[src/rtl/rob_tagged.sv]
// Tagged reorder buffer: in-order allocation and retirement, out-of-order completion
// from an ALU port and a load/store-buffer port, with a registered mispredict redirect.
module rob_tagged #(
  parameter int DEPTH  = 16,
  parameter int PTR_W  = 4,
  parameter int RD_W   = 5,
  parameter int DATA_W = 32
) (
  input  logic              clk,
  input  logic              rst,

  input  logic              alloc_valid,
  input  logic [RD_W-1:0]   alloc_rd,
  input  logic [DATA_W-1:0] alloc_pc,
  output logic              alloc_ready,
  output logic [PTR_W-1:0]  alloc_tag,

  input  logic              alu_wb_valid,
  input  logic [PTR_W-1:0]  alu_wb_tag,
  input  logic [DATA_W-1:0] alu_wb_data,
  input  logic [DATA_W-1:0] alu_wb_jpc,

  input  logic              slb_wb_valid,
  input  logic [PTR_W-1:0]  slb_wb_tag,
  input  logic [DATA_W-1:0] slb_wb_data,

  output logic              commit_valid,
  output logic [PTR_W-1:0]  commit_tag,
  output logic [RD_W-1:0]   commit_rd,
  output logic [DATA_W-1:0] commit_pc,
  output logic [DATA_W-1:0] commit_data,

  output logic              flush,
  output logic [DATA_W-1:0] flush_pc,

  output logic [PTR_W:0]    count
);

  localparam logic [PTR_W:0]    FULL_COUNT = (PTR_W+1)'(DEPTH);
  localparam logic [DATA_W-1:0] INSN_BYTES = DATA_W'(4);

  logic [DEPTH-1:0]  busy;
  logic [DEPTH-1:0]  finish;
  logic [RD_W-1:0]   rd_q   [DEPTH];
  logic [DATA_W-1:0] pc_q   [DEPTH];
  logic [DATA_W-1:0] data_q [DEPTH];
  logic [DATA_W-1:0] jpc_q  [DEPTH];

  logic [PTR_W-1:0]  head;
  logic [PTR_W-1:0]  tail;

  logic              alloc_fire;
  logic              commit_fire;
  logic              alu_hit;
  logic              slb_hit;
  logic              mispredict;
  logic [DATA_W-1:0] head_pc;
  logic [DATA_W-1:0] head_jpc;

  // Handshake and retirement decisions; everything is gated off during the flush cycle.
  always_comb begin
    alloc_ready = (count < FULL_COUNT) && !flush;
    alloc_tag   = tail;
    alloc_fire  = alloc_valid && alloc_ready;
    commit_fire = (count != '0) && finish[head] && !flush;
    alu_hit     = alu_wb_valid && busy[alu_wb_tag] && !flush;
    slb_hit     = slb_wb_valid && busy[slb_wb_tag] && !flush &&
                  !(alu_hit && (alu_wb_tag == slb_wb_tag));
    head_pc     = pc_q[head];
    head_jpc    = jpc_q[head];
    mispredict  = head_jpc != (head_pc + INSN_BYTES);
  end

  // Control state, pointers and registered commit/redirect outputs.
  always_ff @(posedge clk or posedge rst) begin
    if (rst) begin
      busy         <= '0;
      finish       <= '0;
      head         <= '0;
      tail         <= '0;
      count        <= '0;
      commit_valid <= 1'b0;
      commit_tag   <= '0;
      commit_rd    <= '0;
      commit_pc    <= '0;
      commit_data  <= '0;
      flush        <= 1'b0;
      flush_pc     <= '0;
    end else if (flush) begin
      busy         <= '0;
      finish       <= '0;
      head         <= '0;
      tail         <= '0;
      count        <= '0;
      commit_valid <= 1'b0;
      flush        <= 1'b0;
    end else begin
      commit_valid <= commit_fire;
      flush        <= commit_fire && mispredict;

      if (alloc_fire) begin
        busy[tail]   <= 1'b1;
        finish[tail] <= 1'b0;
        tail         <= tail + 1'b1;
      end

      if (alu_hit) finish[alu_wb_tag] <= 1'b1;
      if (slb_hit) finish[slb_wb_tag] <= 1'b1;

      // Retirement clears the head slot last so it overrides any late writeback to it.
      if (commit_fire) begin
        busy[head]   <= 1'b0;
        finish[head] <= 1'b0;
        head         <= head + 1'b1;
        commit_tag   <= head;
        commit_rd    <= rd_q[head];
        commit_pc    <= head_pc;
        commit_data  <= data_q[head];
        if (mispredict) flush_pc <= head_jpc;
      end

      count <= count + (PTR_W+1)'(alloc_fire) - (PTR_W+1)'(commit_fire);
    end
  end

  // Payload storage needs no reset: busy/finish qualify every read.
  always_ff @(posedge clk) begin
    if (alloc_fire) begin
      rd_q[tail]  <= alloc_rd;
      pc_q[tail]  <= alloc_pc;
      jpc_q[tail] <= alloc_pc + INSN_BYTES;
    end
    if (alu_hit) begin
      data_q[alu_wb_tag] <= alu_wb_data;
      jpc_q[alu_wb_tag]  <= alu_wb_jpc;
    end
    if (slb_hit) begin
      data_q[slb_wb_tag] <= slb_wb_data;
    end
  end

endmodule

[config.mk]
export PLATFORM = sky130hd
export DESIGN_NAME = rob_tagged
export DESIGN_NICKNAME = d
export VERILOG_FILES = /design/src/rtl/rob_tagged.sv
export SDC_FILE = /design/constraint.sdc
export NUM_CORES = 2
export LEC_CHECK = 0
export ABC_AREA = 1
export BUFFER_PORTS_ARGS = -buffer_cell sky130_fd_sc_hd__buf_4
export CORE_ASPECT_RATIO = 1.75
export CORE_UTILIZATION = 40
export DETAILED_ROUTE_END_ITERATION = 10
export GPL_TIMING_DRIVEN = 1
export PLACE_DENSITY_LB_ADDON = 0.2
export SLEW_MARGIN = 20
export SYNTH_ARGS = -nofsm -noshare
export SYNTH_HDL_FRONTEND = slang
export SYNTH_SLANG_ARGS = --single-unit
[constraint.sdc]
create_clock -name clk -period 6.9 [get_ports clk]
set_input_delay 1.725 -clock clk [delete_from_list [all_inputs] [get_ports clk]]
set_output_delay 1.725 -clock clk [all_outputs]
set_load 0.05 [all_outputs]
**Word level (Yosys, flattened, before mapping)**

Memory sizes are Yosys's and may differ from the RTL's. A register that Yosys moved wholly into a read port is not among the register bits.
Index checks and enable logic that the tools add are counted.

- Order comparisons: 9
- Multiplexer cells: 39
- Add/sub/neg operators: 6
- Equal/unequal tests: 2
- Reductions and logical operators: 22
- Bitwise operators: 9

Operators by type and width:

| kind | number |
|---|---|
| 16-bit 2-to-1 mux | 12 |
| 32-bit by 3-bit adder with 32-bit output, second input constant | 2 |
| 16-bit bitwise AND | 3 |
| 16-bit bitwise OR | 3 |
| 32-bit != test | 1 |
| 16-bit NOT | 2 |
| 4-bit by 5-bit < comparator with 1-bit output, second input constant | 4 |
| 1-bit demux with 4-bit select | 4 |
| 4-bit by 1-bit greater-or-equal comparator with 1-bit output, second input constant | 4 |
| 4-bit 2-to-1 mux | 4 |
| 1-bit logical AND | 15 |
| 1-bit 2-to-1 mux | 15 |
| 1-bit binary-select mux with 4-bit select | 3 |
| 4-bit by 1-bit adder with 4-bit output, second input constant | 2 |
| 5-bit by 1-bit adder with 5-bit output | 1 |
| 5-bit < comparator, second input constant | 1 |
| 5-bit 2-to-1 mux | 1 |
| 5-bit nonzero test | 1 |
| 5-bit by 1-bit subtractor with 5-bit output | 1 |
| 4-bit == test | 1 |
| 2-bit nonzero test | 2 |
| 3-bit AND reduction | 1 |
| 1-bit zero test | 2 |
| 2-bit AND reduction | 1 |
| 1-bit NOT | 1 |

- Bits in writable memories: 1,616
- Memories: 4
- Register bits after elaboration: 115
- Bits of input ports: 146

Memories:

| name | depth | bits a word | rd ports | clocked after Yosys merged registers in | wr ports | line | source |
|---|---|---|---|---|---|---|---|
| data_q | 16 | 32 | 1 | 1 | 2 | 46 | `logic [DATA_W-1:0] data_q [DEPTH];` |
| jpc_q | 16 | 32 | 1 | 0 | 2 | 47 | `logic [DATA_W-1:0] jpc_q [DEPTH];` |
| pc_q | 16 | 32 | 1 | 0 | 1 | 45 | `logic [DATA_W-1:0] pc_q [DEPTH];` |
| rd_q | 16 | 5 | 1 | 1 | 1 | 44 | `logic [RD_W-1:0] rd_q [DEPTH];` |

**Logic depth before layout (Yosys ltp)**

- Word-level depth: 17
- Gate-level depth with buffers: 27
- Depth with buffers taken out: 24

**Worst setup path before layout**

Ideal clock, no wire load.

- Path kind: input port to flip-flop
- From: in alloc_valid
- To: mem jpc_q[15][0], enable pin
- Setup slack: 1.740 ns
- Data required time: 6.511 ns
- Arrival: 4.770 ns
- Stages: 6
- Path through: nand2_1 > inv_1 > nand2_1 > nor2_1 > inv_1 > nand2_1

RTL lines:

| item | line | source |
|---|---|---|
| start, declared | 12 | `input logic alloc_valid,` |
| end, declared | 47 |  |

**Worst setup path after layout**

- From: reg head[1]
- To: reg flush_pc[11]

- Elaborated cells on any way between the ends: 9
- Classes of those cells: 1 x add/sub; 1 x eq/ne; 2 x mux; 3 x reduce/logical; 2 x memory

RTL lines:

| item | line | source |
|---|---|---|
| start, declared | 49 | `logic [PTR_W-1:0] head;` |
| start signal, assigned | 114 | `head <= head + 1'b1;` |
| memory read 16 x 32 bit | n/a |  |
| via head_pc[3] | 57 | `logic [DATA_W-1:0] head_pc;` |
| 32-bit by 3-bit adder with 32-bit output | 71 | `mispredict = head_jpc != (head_pc + INSN_BYTES);` |
| 32-bit != test | 71 |  |
| 3-bit AND reduction (no line) | n/a |  |
| end signal, assigned | 119 | `if (mispredict) flush_pc <= head_jpc;` |
| end, declared | 34 | `output logic [DATA_W-1:0] flush_pc,` |

The timed path passes the listed nets, and every way through them passes these cells. The select of a mux whose other input is x is not followed.
A chain may end at the register's enable or synchronous reset.

==> impl.org <==
** Run status
- The run finished with clean final reports.

** Clocking
- Clock Path Buffers :: 4
- Post-CTS timing repair inserted 0 buffers for setup.
- Hold repair after CTS inserted 0 buffers.
- Clk Latency, worst-skew pair :: between 0.8 and 0.9 ns
- The H-tree was split into 4 levels.
- The tree is rooted in a sky130_fd_sc_hd__clkbuf_16.
- Clock buffers created by TritonCTS :: ~180
- Clock-pin slew was measured on the worst setup and hold paths at approximately 0.06 ns.
- CTS tree :: yes
- Once the clock tree was built, the resizer swapped 0 gates to a different size.
- Number of clock sinks seen by CTS :: 1,768

** Logic synthesis
- By area, the combinational part of the netlist is dominated by simple AND/OR/NAND/NOR gates.
- Main area contributors after synthesis :: sky130_fd_sc_hd__edfxtp_1 58%, sky130_fd_sc_hd__nand2_1 11%, sky130_fd_sc_hd__o21ai_0 10%
- Post-Synthesis Net Count :: about 9,000
- The share of synthesized area in the top cell type comes to 0.577.
- Cell Area, Synth :: between 80,000 and 90,000 µm²
- Multiplexer share of the synthesized area :: 0.00161
- The compound-gate portion of the synthesized area is 0.132.
- The number of different library cells used by synthesis comes to 46.
- Share of synthesized area occupied by flip-flops and latches :: 0.622
- The synthesized design spends more area on one cell type than any other, namely sky130_fd_sc_hd__edfxtp_1.
- During synthesis, Yosys emitted a total of 0 warnings.
- Yosys instantiated no cell more often than sky130_fd_sc_hd__nand2_1.
- Primary FF master, synth :: sky130_fd_sc_hd__edfxtp_1
- Most frequent cells after synthesis :: 2,414 x sky130_fd_sc_hd__nand2_1, 1,756 x sky130_fd_sc_hd__o21ai_0, 1,616 x sky130_fd_sc_hd__edfxtp_1, 1,024 x sky130_fd_sc_hd__nor2_1, 500 x sky130_fd_sc_hd__inv_1
- Share of synthesized cell area in and, or, nand and nor gates :: 0.175
- Adder-Cell Fraction of Synth Area :: 0.00262
- Of the total synthesized cell area, the portion taken by XOR and XNOR cells is 0.00489.
- Number of enable flip-flop cells after synthesis :: approximately 1,600
- Cell count after synthesis :: 9,012
- Post-synthesis register bit count :: 1,768
- Share of async-settable or async-resettable flops after synthesis :: 0.0860
- Post-Synthesis Mean Instance Area :: between 9 and 10 µm²

** Route
- For this block, the routed nets add up to 301,000 µm of wire.
- Number of remaining DRC errors :: 0
- First-iteration detailed-routing DRC count :: 6,650
- Total vias in the final route :: around 66,000
- In the routed layout, each cell is associated on average with a via count of 5.58.
- Wirelength per Cell :: between 20 and 30 µm
- Count of antenna-violating nets left after detailed routing :: 0
- TritonRoute pass-1 iters :: 8

** Worst setup path
- Arrival time at the worst endpoint :: between 6 and 7 ns
- In this run the worst path has a maximum fanout of 150.
- Across all register-to-register paths, the minimum setup slack is about 1.6 ns.
- Critical register-to-register path endpoint :: flush_pc[11]
- For the worst flop-to-flop path, the logic depth is 23.
- Startpoint of the worst-slack reg-to-reg timing path :: head[1]
- Data on the critical path is required at its endpoint by about 7.6 ns.
- STA classifies the critical path endpoint as a flip-flop.
- The worst setup path is of the reg2reg kind.
- Crit path launch type :: flip-flop

** Die
- Std cell rows :: around 220
- Number of top-level pins :: 263
- Vert. Die Dim :: ~610 µm
- Starting density of the core :: 0.403
- The die is 349 µm wide.
- Die area :: 212,000 µm²
- In this run the standard cell core region covers approximately 210,000 µm².

** Cells and area
- Non-filler cells in the finished layout :: between 10,000 and 15,000
- In the final layout, the share of cells above drive strength 1 is 0.0912.
- After the last flow step, the layout net total stands at 9,055.
- Counting the fill cells in the layout gives 19,949.
- Syn-to-layout area delta :: 11.8%

** Hold path
- The worst hold path belongs to the class reg2reg.
- Hold endpoint :: flush_pc[8]
- Hold path depth :: 2
- The worst hold path begins at flush_pc[8].

** Power and ir drop
- IR analysis of the VDD net gives a maximum drop of between 0.2 and 0.3 mV.
- Summed over all cells, the static leakage comes to between 30 and 40 nW.
- Power spread over the standard cell area amounts to approximately 360 nW/µm².

** STA
- Clock skew on the completed layout was measured at about 0.065 ns.
- Highest attainable clock frequency :: around 190 MHz
- Setup repair after global routing left no endpoint under its margin.
- The worst pin sits at a relative slew slack of 0.208.
- Number of endpoints with negative hold slack in the final report :: 0
- Setup violation total in the final timing report :: 0
- Final worst setup slack :: ~1.6 ns
- Period utilization :: 0.771
- The final count of pins violating max slew was 0.
- Counting I/O delays and the setup requirement, the final critical path takes around 5.3 ns.
- For the pin with the worst max-slew slack, the measured transition is around 1.2 ns.
- Total negative slack :: 0 ns

** Placement
- Prior to clock tree synthesis, the placed netlist has a worst setup slack of 1.34 ns.
- Routability-driven placement finished with a final weighted congestion of between 0.9 and 1.
- Count of buffers from port buffering :: roughly 260
- Half-perimeter wire length of the detailed placement result :: approximately 190,000 µm
- Including well taps, the total number of placed cells is roughly 12,000.

** GRT
- The total overflow left after global routing is 0.
- Pin count of the biggest net entering global routing :: between 150 and 200
- Via count of the first global-routing pass :: roughly 63,000
- Initial antenna violation count :: 18
- Combined global-route utilization of all metal layers :: 0.278
- Wire length of the first global-routing pass :: 432,000 µm

** Flow run
- The tool flagged a number of max-cap violations equal to 0.
[cell type report]
class | count | area, µm² | share of cell area
Clock inverter | 67 | 707 | 0.00751
Antenna cell | 9 | 22.5 | 0.000239
Clock buffer | 247 | 5020 | 0.0533
Timing Repair Buffer | 428 | 3430 | 0.0365
Tap cell | 2800 | 3500 | 0.0372
Multi-Input combinational cell | 6000 | 27100 | 0.288
Sequential cell | 1768 | 52300 | 0.556
Inverter | 515 | 1990 | 0.0211
[worst max-delay path by stage]
stage,from,to,slack [ns],cells after the start
floorplan,rst,alloc_tag[0],1.08,1
global placement,alu_wb_tag[0],data_q[14][29],1.34,12
detailed placement,alu_wb_tag[0],data_q[14][29],1.34,12
CTS,head[0],flush_pc[30],1.67,22
global route,head[1],flush_pc[11],1.33,23
finish,head[1],flush_pc[11],1.58,23
[power breakdown]
group,total (mW),internal [mW],leakage [nW],switching (mW)
Clock,9.87,5.60,2.78,4.28
Sequential,12.8,12.4,16.5,0.353
Combinational,11.5,2.90,18.2,8.60
Total,34.1,20.9,37.5,13.2
[metrics by stage]
step | cell area (µm²) | utilization | hold slack (ns) | power [mW]
floorplan | 84200 | - | 0.464 | 20.3
global placement | 88300 | 0.423 | 0.454 | 24.3
detailed placement | 88400 | 0.423 | 0.460 | 24.4
CTS | 94100 | 0.450 | 0.475 | 34.2
global route | 94100 | 0.451 | 0.485 | 35.6
finish | 94100 | 0.451 | 0.470 | 34.1
[routing by layer]
| layer | global-route usage | part of all wire | up-vias |
|---|---|---|---|
| met5 | 0 | 0.00036 | - |
| met4 | 0.151 | 0.059 | 16 |
| met3 | 0.0425 | 0.075 | 731 |
| met2 | 0.485 | 0.50 | 3085 |
| met1 | 0.326 | 0.36 | 31957 |
| li1 | - | - | 30191 |
[state kept, by name, summed over array words and instances (netlist names), 5 cells and up]
name / count
flush_pc: 32
pc_q: 512
busy: 16
count: 5
commit_rd: 5
finish: 16
commit_pc: 32
jpc_q: 512
data_q: 512
commit_data: 32
rd_q: 80
[layout by cell type, fill, tap and decap left out, types with 13 or more instances in the layout]
master / Yosys / layout
sky130_fd_sc_hd__xor2_1: 39 / 29
sky130_fd_sc_hd__nand2_1: 2414 / 2370
sky130_fd_sc_hd__clkbuf_1: 482 / 44
sky130_fd_sc_hd__edfxtp_1: 1616 / 1616
sky130_fd_sc_hd__clkinv_2: 0 / 20
sky130_fd_sc_hd__inv_1: 500 / 486
sky130_fd_sc_hd__clkinv_1: 4 / 26
sky130_fd_sc_hd__nand2_2: 5 / 49
sky130_fd_sc_hd__a21oi_1: 56 / 56
sky130_fd_sc_hd__inv_2: 9 / 16
sky130_fd_sc_hd__bufinv_16: 0 / 14
sky130_fd_sc_hd__clkbuf_8: 0 / 20
sky130_fd_sc_hd__clkbuf_16: 0 / 183
sky130_fd_sc_hd__nand4_1: 29 / 29
sky130_fd_sc_hd__o21ai_0: 1756 / 1752
sky130_fd_sc_hd__nor2_2: 17 / 15
sky130_fd_sc_hd__nor2_4: 4 / 13
sky130_fd_sc_hd__o21a_1: 13 / 13
sky130_fd_sc_hd__o21ai_1: 72 / 73
sky130_fd_sc_hd__nand3_4: 0 / 13
sky130_fd_sc_hd__nor2_1: 1024 / 1017
sky130_fd_sc_hd__nor3_1: 13 / 13
sky130_fd_sc_hd__ha_1: 16 / 16
sky130_fd_sc_hd__o22ai_1: 223 / 223
sky130_fd_sc_hd__dfrtp_1: 152 / 150
sky130_fd_sc_hd__buf_12: 0 / 16
sky130_fd_sc_hd__nand3_1: 253 / 240
sky130_fd_sc_hd__buf_4: 39 / 411
[cells by family after synthesis]
| group | after synthesis |
|---|---|
| adders and majority gates | 17 |
| AOI/OAI and AO/OA | 2144 |
| xor gates and xnor gates | 47 |
| DFF | 1768 |
| and+or+nand+nor | 3780 |
| muxes | 12 |
| buffers and inverters | 1244 |
[worst max-delay path, cell delays in order (launching register included)]
cell and delay (ns):
sky130_fd_sc_hd__dfrtp_4 0.69, sky130_fd_sc_hd__inv_12 0.65, sky130_fd_sc_hd__buf_4 0.49, sky130_fd_sc_hd__nand3_1 0.12
sky130_fd_sc_hd__nand2_1 0.08, sky130_fd_sc_hd__nand2_1 0.05, sky130_fd_sc_hd__nand2_1 0.09, sky130_fd_sc_hd__inv_1 0.04
sky130_fd_sc_hd__nand2_1 0.14, sky130_fd_sc_hd__ha_1 0.29, sky130_fd_sc_hd__nand3_2 0.12, sky130_fd_sc_hd__nor2_4 0.29
sky130_fd_sc_hd__nand2_2 0.19, sky130_fd_sc_hd__nor2_2 0.25, sky130_fd_sc_hd__nand2_1 0.08, sky130_fd_sc_hd__nand2_1 0.06
sky130_fd_sc_hd__nand2_1 0.10, sky130_fd_sc_hd__nor2_1 0.12, sky130_fd_sc_hd__nand2_1 0.06, sky130_fd_sc_hd__nor2_1 0.16
sky130_fd_sc_hd__nand3_2 0.36, sky130_fd_sc_hd__buf_4 0.38, sky130_fd_sc_hd__nand3_1 0.15, sky130_fd_sc_hd__nand2_1 0.07
(Power assumes the default switching activity.)
